**config.mk**
```make
export PLATFORM = sky130hd
export DESIGN_NAME = uart_frame_checker_mc
export DESIGN_NICKNAME = d
export VERILOG_FILES = /design/src/rtl/uart_frame_checker_mc.sv
export SDC_FILE = /design/constraint.sdc
export NUM_CORES = 1
export LEC_CHECK = 0
export ABC_AREA = 1
export ABC_CLOCK_PERIOD_IN_PS = 13900
export CORE_MARGIN = 2
export CORE_UTILIZATION = 55
export CTS_CLUSTER_DIAMETER = 100
export DETAILED_ROUTE_END_ITERATION = 16
export PLACE_DENSITY = 0.8
export SETUP_SLACK_MARGIN = 0.2
export SLEW_MARGIN = 25
export SYNTH_ARGS = -nofsm -noshare
export SYNTH_HDL_FRONTEND = slang
export SYNTH_SLANG_ARGS = --single-unit
```
**constraint.sdc**
```tcl
create_clock -name pclk -period 13.9 [get_ports pclk]
set_input_delay 2.085 -clock pclk [delete_from_list [all_inputs] [get_ports pclk]]
set_output_delay 2.085 -clock pclk [all_outputs]
set_load 0.005 [all_outputs]
```
**src/rtl/uart_frame_checker_mc.sv**
```systemverilog
// uart_frame_checker_mc
//   Observational N-channel UART line checker. Each channel decodes one serial line
//   (start, 5..8 data bits LSB first, optional parity, one or two stop bits), pulses
//   frame/glitch/parity/framing events and keeps a saturating per-channel error count.
//
//   Ports
//     pclk, preset           clock, asynchronous active-high reset
//     chk_en                 0 forces every channel to idle and suppresses pulses
//     cfg_div                pclk cycles per bit (values below 4 act as 4)
//     cfg_dbits              data bits 00=5 .. 11=8
//     cfg_par_en/par_odd     parity present / odd parity
//     cfg_stop2              check a second stop bit
//     err_clr                synchronous clear of all error counters (wins over increments)
//     uart_net[NUM_CH]       serial lines, idle high
//     frame_vld/par_err/frm_err   one-cycle pulses at frame end
//     frame_data[8*NUM_CH]   last received byte per channel, zero-extended, held
//     glitch_err             one-cycle pulse when the start bit is high at mid-bit
//     err_cnt[CNT_W*NUM_CH]  saturating error counters
//
//   Build option: define UART_CHK_SYNC_EN to insert a 2-flop synchroniser (reset to 1)
//   on every line; all event timings then move 2 pclk later.
module uart_frame_checker_mc #(
  parameter int unsigned NUM_CH = 2,
  parameter int unsigned DIV_W  = 16,
  parameter int unsigned CNT_W  = 8
) (
  input  logic                    pclk,
  input  logic                    preset,
  input  logic                    chk_en,
  input  logic [DIV_W-1:0]        cfg_div,
  input  logic [1:0]              cfg_dbits,
  input  logic                    cfg_par_en,
  input  logic                    cfg_par_odd,
  input  logic                    cfg_stop2,
  input  logic                    err_clr,
  input  logic [NUM_CH-1:0]       uart_net,
  output logic [NUM_CH-1:0]       frame_vld,
  output logic [NUM_CH*8-1:0]     frame_data,
  output logic [NUM_CH-1:0]       glitch_err,
  output logic [NUM_CH-1:0]       par_err,
  output logic [NUM_CH-1:0]       frm_err,
  output logic [NUM_CH*CNT_W-1:0] err_cnt
);

  typedef enum logic [2:0] {
    StIdle,
    StStart,
    StData,
    StParity,
    StStop1,
    StStop2,
    StWaitHi
  } state_e;

  localparam logic [DIV_W-1:0] MinDiv = DIV_W'(4);

  for (genvar gi = 0; gi < NUM_CH; gi++) begin : g_ch
    logic line;

`ifdef UART_CHK_SYNC_EN
    logic [1:0] sync_q;
    always_ff @(posedge pclk or posedge preset) begin
      if (preset) begin
        sync_q <= 2'b11;
      end else begin
        sync_q <= {sync_q[0], uart_net[gi]};
      end
    end
    assign line = sync_q[1];
`else
    assign line = uart_net[gi];
`endif

    state_e           state_q, state_d;
    logic [DIV_W-1:0] cnt_q, cnt_d;
    logic [DIV_W-1:0] div_q, div_d;
    logic [2:0]       bit_q, bit_d;
    logic [7:0]       data_q, data_d;
    logic [7:0]       fdata_q, fdata_d;
    logic [1:0]       dbits_q, dbits_d;
    logic             par_en_q, par_en_d;
    logic             par_odd_q, par_odd_d;
    logic             stop2_q, stop2_d;
    logic             pend_par_q, pend_par_d;
    logic             pend_frm_q, pend_frm_d;
    logic             prev_q;
    logic             vld_q, vld_d;
    logic             gl_q, gl_d;
    logic             pe_q, pe_d;
    logic             fe_q, fe_d;
    logic [CNT_W-1:0] ecnt_q, ecnt_d;
    logic [CNT_W:0]   ecnt_sum;
    logic             mid_start;
    logic             mid_bit;
    logic             exp_par;

    assign mid_start = (cnt_q == (div_q >> 1));
    assign mid_bit   = (cnt_q == (div_q - DIV_W'(1)));
    assign exp_par   = par_odd_q ? ~^data_q : ^data_q;

    always_comb begin
      state_d    = state_q;
      cnt_d      = cnt_q + DIV_W'(1);
      div_d      = div_q;
      bit_d      = bit_q;
      data_d     = data_q;
      fdata_d    = fdata_q;
      dbits_d    = dbits_q;
      par_en_d   = par_en_q;
      par_odd_d  = par_odd_q;
      stop2_d    = stop2_q;
      pend_par_d = pend_par_q;
      pend_frm_d = pend_frm_q;
      vld_d      = 1'b0;
      gl_d       = 1'b0;
      pe_d       = 1'b0;
      fe_d       = 1'b0;

      unique case (state_q)
        StIdle: begin
          cnt_d = '0;
          if (prev_q && !line) begin
            // Frame configuration is frozen here for the whole frame.
            state_d    = StStart;
            bit_d      = '0;
            data_d     = '0;
            pend_par_d = 1'b0;
            pend_frm_d = 1'b0;
            div_d      = (cfg_div < MinDiv) ? MinDiv : cfg_div;
            dbits_d    = cfg_dbits;
            par_en_d   = cfg_par_en;
            par_odd_d  = cfg_par_odd;
            stop2_d    = cfg_stop2;
          end
        end
        StStart: begin
          if (mid_start) begin
            cnt_d = '0;
            if (line) begin
              gl_d    = 1'b1;
              state_d = StIdle;
            end else begin
              state_d = StData;
            end
          end
        end
        StData: begin
          if (mid_bit) begin
            cnt_d          = '0;
            data_d[bit_q]  = line;
            bit_d          = bit_q + 3'd1;
            // Last data bit index is 4 + cfg_dbits.
            if (bit_q == {1'b1, dbits_q}) begin
              state_d = par_en_q ? StParity : StStop1;
            end
          end
        end
        StParity: begin
          if (mid_bit) begin
            cnt_d = '0;
            if (line != exp_par) begin
              pend_par_d = 1'b1;
            end
            state_d = StStop1;
          end
        end
        StStop1: begin
          if (mid_bit) begin
            cnt_d = '0;
            if (!line) begin
              pend_frm_d = 1'b1;
            end
            if (stop2_q && line) begin
              state_d = StStop2;
            end else begin
              vld_d   = 1'b1;
              fdata_d = data_q;
              pe_d    = pend_par_q;
              fe_d    = pend_frm_q | ~line;
              state_d = line ? StIdle : StWaitHi;
            end
          end
        end
        StStop2: begin
          if (mid_bit) begin
            cnt_d   = '0;
            vld_d   = 1'b1;
            fdata_d = data_q;
            pe_d    = pend_par_q;
            fe_d    = pend_frm_q | ~line;
            if (!line) begin
              pend_frm_d = 1'b1;
            end
            state_d = line ? StIdle : StWaitHi;
          end
        end
        StWaitHi: begin
          cnt_d = '0;
          if (line) begin
            state_d = StIdle;
          end
        end
        default: begin
          cnt_d   = '0;
          state_d = StIdle;
        end
      endcase

      // Disabling drops any frame in progress, including its pending result.
      if (!chk_en) begin
        state_d = StIdle;
        cnt_d   = '0;
        vld_d   = 1'b0;
        gl_d    = 1'b0;
        pe_d    = 1'b0;
        fe_d    = 1'b0;
        fdata_d = fdata_q;
      end
    end

    // At most 2 is added to a value <= max, so the extra MSB flags saturation.
    always_comb begin
      ecnt_sum = {1'b0, ecnt_q} + {{CNT_W{1'b0}}, gl_q} + {{CNT_W{1'b0}}, pe_q}
               + {{CNT_W{1'b0}}, fe_q};
      if (err_clr) begin
        ecnt_d = '0;
      end else if (ecnt_sum[CNT_W]) begin
        ecnt_d = '1;
      end else begin
        ecnt_d = ecnt_sum[CNT_W-1:0];
      end
    end

    always_ff @(posedge pclk or posedge preset) begin
      if (preset) begin
        state_q    <= StIdle;
        cnt_q      <= '0;
        div_q      <= '0;
        bit_q      <= '0;
        data_q     <= '0;
        fdata_q    <= '0;
        dbits_q    <= '0;
        par_en_q   <= 1'b0;
        par_odd_q  <= 1'b0;
        stop2_q    <= 1'b0;
        pend_par_q <= 1'b0;
        pend_frm_q <= 1'b0;
        prev_q     <= 1'b1;
        vld_q      <= 1'b0;
        gl_q       <= 1'b0;
        pe_q       <= 1'b0;
        fe_q       <= 1'b0;
        ecnt_q     <= '0;
      end else begin
        state_q    <= state_d;
        cnt_q      <= cnt_d;
        div_q      <= div_d;
        bit_q      <= bit_d;
        data_q     <= data_d;
        fdata_q    <= fdata_d;
        dbits_q    <= dbits_d;
        par_en_q   <= par_en_d;
        par_odd_q  <= par_odd_d;
        stop2_q    <= stop2_d;
        pend_par_q <= pend_par_d;
        pend_frm_q <= pend_frm_d;
        prev_q     <= line;
        vld_q      <= vld_d;
        gl_q       <= gl_d;
        pe_q       <= pe_d;
        fe_q       <= fe_d;
        ecnt_q     <= ecnt_d;
      end
    end

    assign frame_vld[gi]                = vld_q;
    assign glitch_err[gi]               = gl_q;
    assign par_err[gi]                  = pe_q;
    assign frm_err[gi]                  = fe_q;
    assign frame_data[8*gi +: 8]        = fdata_q;
    assign err_cnt[CNT_W*gi +: CNT_W]   = ecnt_q;
  end

endmodule

```
Yosys cells after proc, flatten, opt, wreduce, memory -nomap -nowiden
Index checks and enable logic that the tools add are counted.
- register bits after elaboration: 148
- bits of input ports: 27
- output and inout port bits: 40
- logic and storage cells: 270
- add/subtract/negate cells: 12
- $lt $le $gt $ge: 5
- equal/unequal tests: 54
- muxes and demuxes: 121
- bitwise gates (word level): 4
- reductions and logical operators: 38
- operators with widths (operator ; number):
    16-bit two-way mux ; 7
    8-bit two-way mux ; 14
    3-bit two-way mux ; 28
    16-bit case mux with 2 select lines ; 2
    8-bit case mux with 2 select lines ; 4
    3-bit != test, second input constant ; 16
    1-bit two-way mux ; 46
    3-bit case mux with 7 select lines ; 2
    9-bit by 1-bit adder with 9-bit output ; 4
    16-bit by 1-bit adder with 16-bit output, second input constant ; 2
    16-bit by 15-bit == test with 1-bit output ; 2
    16-bit == test ; 2
    2-bit != test, second input constant ; 16
    16-bit by 1-bit subtractor with 16-bit output, second input constant ; 2
    1-bit case mux with 2 select lines ; 10
    8-bit by 1-bit adder with 9-bit output ; 2
    3-bit == test, second input constant ; 6
    8-bit bitwise mux ; 2
    16-bit by 3-bit less-than comparator with 1-bit output, second input constant ; 1
    4-bit AND reduction ; 4
    8-bit AND reduction ; 2
    2-bit nonzero test ; 8
    8-bit XNOR reduction ; 2
    8-bit parity ; 2
    other kinds (21) ; 48

Depth between registers and ports, before layout
- depth after elaboration: 7
- gate-level depth with buffers: 17

Worst setup path before layout
Ideal clock, no wire load.
- path type: input -> register
- from: input uart_net[1]
- to: register g_ch[1].data_q[0]
- setup time: 129 ps
- arrival time: 3104 ps
- required time: 13771 ps
- slack: 10667 ps
- cell stages on the path: 7
- path buffers: 1
- cells stage by stage: inv_1 -> nand2_1 -> nor2_1 -> inv_2 -> clkbuf_1 -> nand3_1 -> o21ai_0
- cells in the longest elaborated chain, start to end: 4
- RTL lines (element ; line ; text):
    start: declaration ; 36 ; input logic [NUM_CH-1:0] uart_net,
    1-bit zero test ; n/a ;
    1-bit logical AND ; 122 ; if (prev_q && !line) begin
    2-bit != test (no source line) ; n/a ;
    3-bit AND reduction (no source line) ; n/a ;
    end signal: assignment ; 259 ; data_q <= data_d;
    end: declaration ; 78 ; logic [7:0] data_q, data_d;
Several ways; a longest one is shown, not always the timed one. The select of a mux whose other input is x is not followed.
A chain may end at the register's enable or synchronous reset.

Final worst setup path
Same ends and word-level chain as after synthesis.

==> flow_metrics.env <==
export IMPL_status="finished clean"
export IMPL_p_int_mw=0.940
export IMPL_avgSynthCellArea_sq_um=7.47
export IMPL_core_area_sq_um=15900
export IMPL_hpwlAfterDp_um=15400
export IMPL_yosys_most_used_dff="dfrtp_1"
export IMPL_cap_violations=0
export IMPL_cp_start_kind="primary input"
export IMPL_vias=7962
export IMPL_timing_fmax_ghz=0.243
export IMPL_initial_core_util_pct=56.6
export IMPL_finalMaxSlewViolations=0
export IMPL_dr_first_iter_drc_count=876
export IMPL_drc_errors=0
export IMPL_tightest_slew_ps=838
export IMPL_power_density_nw_per_um2=151
export IMPL_seqCellArea_sq_um=3710
export IMPL_yosys_cell_types_count=45
export IMPL_p_comb_share_pct=33.0
export IMPL_hold_violations=0
export IMPL_grt_pass1_vias=7428
export IMPL_ir_drop_v=0.000103
export IMPL_fin_ws_ps=9780
export IMPL_portBuffers=66
export IMPL_clk_latency_ps=430
export IMPL_drtPass1Iterations=8
export IMPL_synth_fp_nets=1249
export IMPL_viasPerCell=5.38
export IMPL_fin_nets=1294
export IMPL_synth_edf_count=0
export IMPL_num_antenna_cells=0
export IMPL_drive_gt1_share_pct=5.85
export IMPL_root_buffer="clkbuf_16"
export IMPL_cts_hold_fix_buffers=0
export IMPL_die_area_sq_um=17400
export IMPL_cts_tree="yes"
export IMPL_grt_start_max_net_pins=92
export IMPL_synth_seq_area_share_pct=41.1
export IMPL_setup_viol=0
export IMPL_dieWidth_um=132
export IMPL_die_h_um=132
export IMPL_min_path_type="register to register"
export IMPL_min_period_over_period_pct=29.7
export IMPL_period_needed_ps=4120
export IMPL_antenna_found_initial=0
export IMPL_ys_seq_elements=148
export IMPL_cts_resized=0
export IMPL_relSlewSlack_pct=43.9
export IMPL_cts_buffers=17
export IMPL_cts_sinks=148
export IMPL_fin_worst_skew_ps=8.71
export IMPL_fp_row_count=46
export IMPL_critPathKind="primary input to register"
export IMPL_syn_area_sq_um=9020
export IMPL_clk_path_buf_depth=2
export IMPL_dp_slack_ps=9420
export IMPL_synthArstFlopShare_pct=100
export IMPL_clockPowerShare_pct=29.3
export IMPL_rsz0062_at_grt="no"
export IMPL_fillers=1393
export IMPL_gp_congestion=0.937
export IMPL_worstPathArrival_ps=4430
export IMPL_ios=67
export IMPL_htreeDepth=4
export IMPL_multi_input_area_sq_um=4520
export IMPL_power_switching_mw=0.617
export IMPL_grt_pass1_wl_um=36000
export IMPL_postCtsSetupBuffers=0
export IMPL_syn_to_final_growth_pct=14.5
export IMPL_overflow=0
export IMPL_postRouteAntennaNets=0
export IMPL_final_cell_mix="nand2_1 (288), inv_1 (146), dfrtp_1 (146)"
export IMPL_worstPathMaxFanout=28
export IMPL_cp_required_ps=14210
export IMPL_yosys_warnings=0
export IMPL_switching_share_pct=39.6
export IMPL_layout_commonest_cell="nand2_1"
export IMPL_cp_end_kind="register"
export IMPL_grt_usage_pct=25.4
export IMPL_drt_wl_total_um=21000
export IMPL_leakage_nw=4.95
export IMPL_clkTransAtPathRegs_ps=70
export IMPL_setup_tns_ps=0
export IMPL_p_seq_share_pct=37.6
export IMPL_syn_inst=1208
export IMPL_wl_per_cell_um=14.2
[metrics by stage]
step | hold WS, ps | power, mW | util [%] | area, sq um | cells
6_report | 478 | 1.56 | 64.8 | 10300 | 1481
5_1_grt | 503 | 1.67 | 64.8 | 10300 | 1481
4_1_cts | 483 | 1.56 | 64.8 | 10300 | 1481
3_5_place_dp | 465 | 1.10 | 61.2 | 9750 | 1450
3_3_place_gp | 464 | 1.08 | 61.2 | 9750 | 1450
2_1_floorplan | 454 | 0.977 | - | 9020 | 1208
[worst paths after layout]
| kind | slack [ps] | to | depth (start not counted) | startpoint |
|---|---|---|---|---|
| max | 9780 | g_ch[1].data_q[0] | 9 | uart_net[1] |
| min | 480 | g_ch[1].fdata_q[2] | 2 | g_ch[1].fdata_q[2] |
| max reg2reg | 11180 | g_ch[1].fdata_q[0] | 14 | g_ch[1].div_q[1] |
| min reg2reg | 480 | g_ch[1].fdata_q[2] | 2 | g_ch[1].fdata_q[2] |
| max in group asynchronous | 10460 | g_ch[0].cnt_q[3] | 3 | preset |
| min in group asynchronous | 2190 | g_ch[1].ecnt_q[4] | 2 | preset |
[cells in the mapped netlist, types with 18 or more instances]
cell type  number  area, sq um
nand2_1       289         1080
inv_1         147          552
dfrtp_1       146         3650
nor2_1        142          533
nand3_1        93          465
o21ai_0        66          330
xor2_1         57          499
nand4_1        39          244
xnor2_1        39          342
nor3_1         29          145
clkbuf_1       25         93.8
a21oi_1        18         90.1
[state kept, by name, indices dropped and copies added, names as in the netlist]
| name | count |
|---|---|
| g_ch.prev_q | 2 |
| g_ch.par_en_q | 2 |
| g_ch.vld_q | 2 |
| g_ch.pend_frm_q | 2 |
| g_ch.fe_q | 2 |
| g_ch.fdata_q | 16 |
| g_ch.div_q | 32 |
| g_ch.stop2_q | 2 |
| g_ch.data_q | 16 |
| g_ch.gl_q | 2 |
| g_ch.pend_par_q | 2 |
| g_ch.cnt_q | 32 |
| g_ch.ecnt_q | 16 |
| g_ch.par_odd_q | 2 |
| g_ch.bit_q | 6 |
| g_ch.state_q | 6 |
| g_ch.pe_q | 2 |
| g_ch.dbits_q | 4 |
[routing by layer]
metal | vias to the layer above | track usage [%] | part of all wire (%)
met5 | - | 0 | 0
met4 | 0 | 8.88 | 2.6
met3 | 49 | 4.96 | 4.9
met2 | 237 | 41.3 | 48
met1 | 3738 | 34.1 | 45
li1 | 3938 | - | -
[cell families after synthesis]
kind of cell | Yosys count | share of synthesized area [%]
xor+xnor | 97 | 9.50
flops | 148 | 41.1
simple gates | 640 | 31.6
buf+inv | 197 | 8.88
compound gates | 112 | 6.63
fa+ha+maj | 14 | 2.27
[critical path, cell delays in order]
cell	delay, ps
clkdlybuf4s50_1	840
inv_1	240
nand2_1	120
nor2_1	50
buf_4	200
inv_2	350
nand2_2	160
inv_1	210
o21ai_0	140
[area by class of cell]
type,count,share of cell area (%)
multi-input cells,863,43.7
flip-flops and latches,148,35.9
repair buffers,68,6.54
inverters,155,5.68
clock buffers,17,4.12
well taps,216,2.62
clock inverters,14,1.45
[power groups by stage]
stage | sequential [mW] | clock (mW) | combinational, mW
finish | 0.586 | 0.457 | 0.514
global route | 0.598 | 0.479 | 0.596
CTS | 0.585 | 0.462 | 0.512
detailed placement | 0.590 | 0 | 0.507
global placement | 0.591 | 0 | 0.493
floorplan | 0.558 | 0 | 0.419
(Power assumes the default switching activity.)
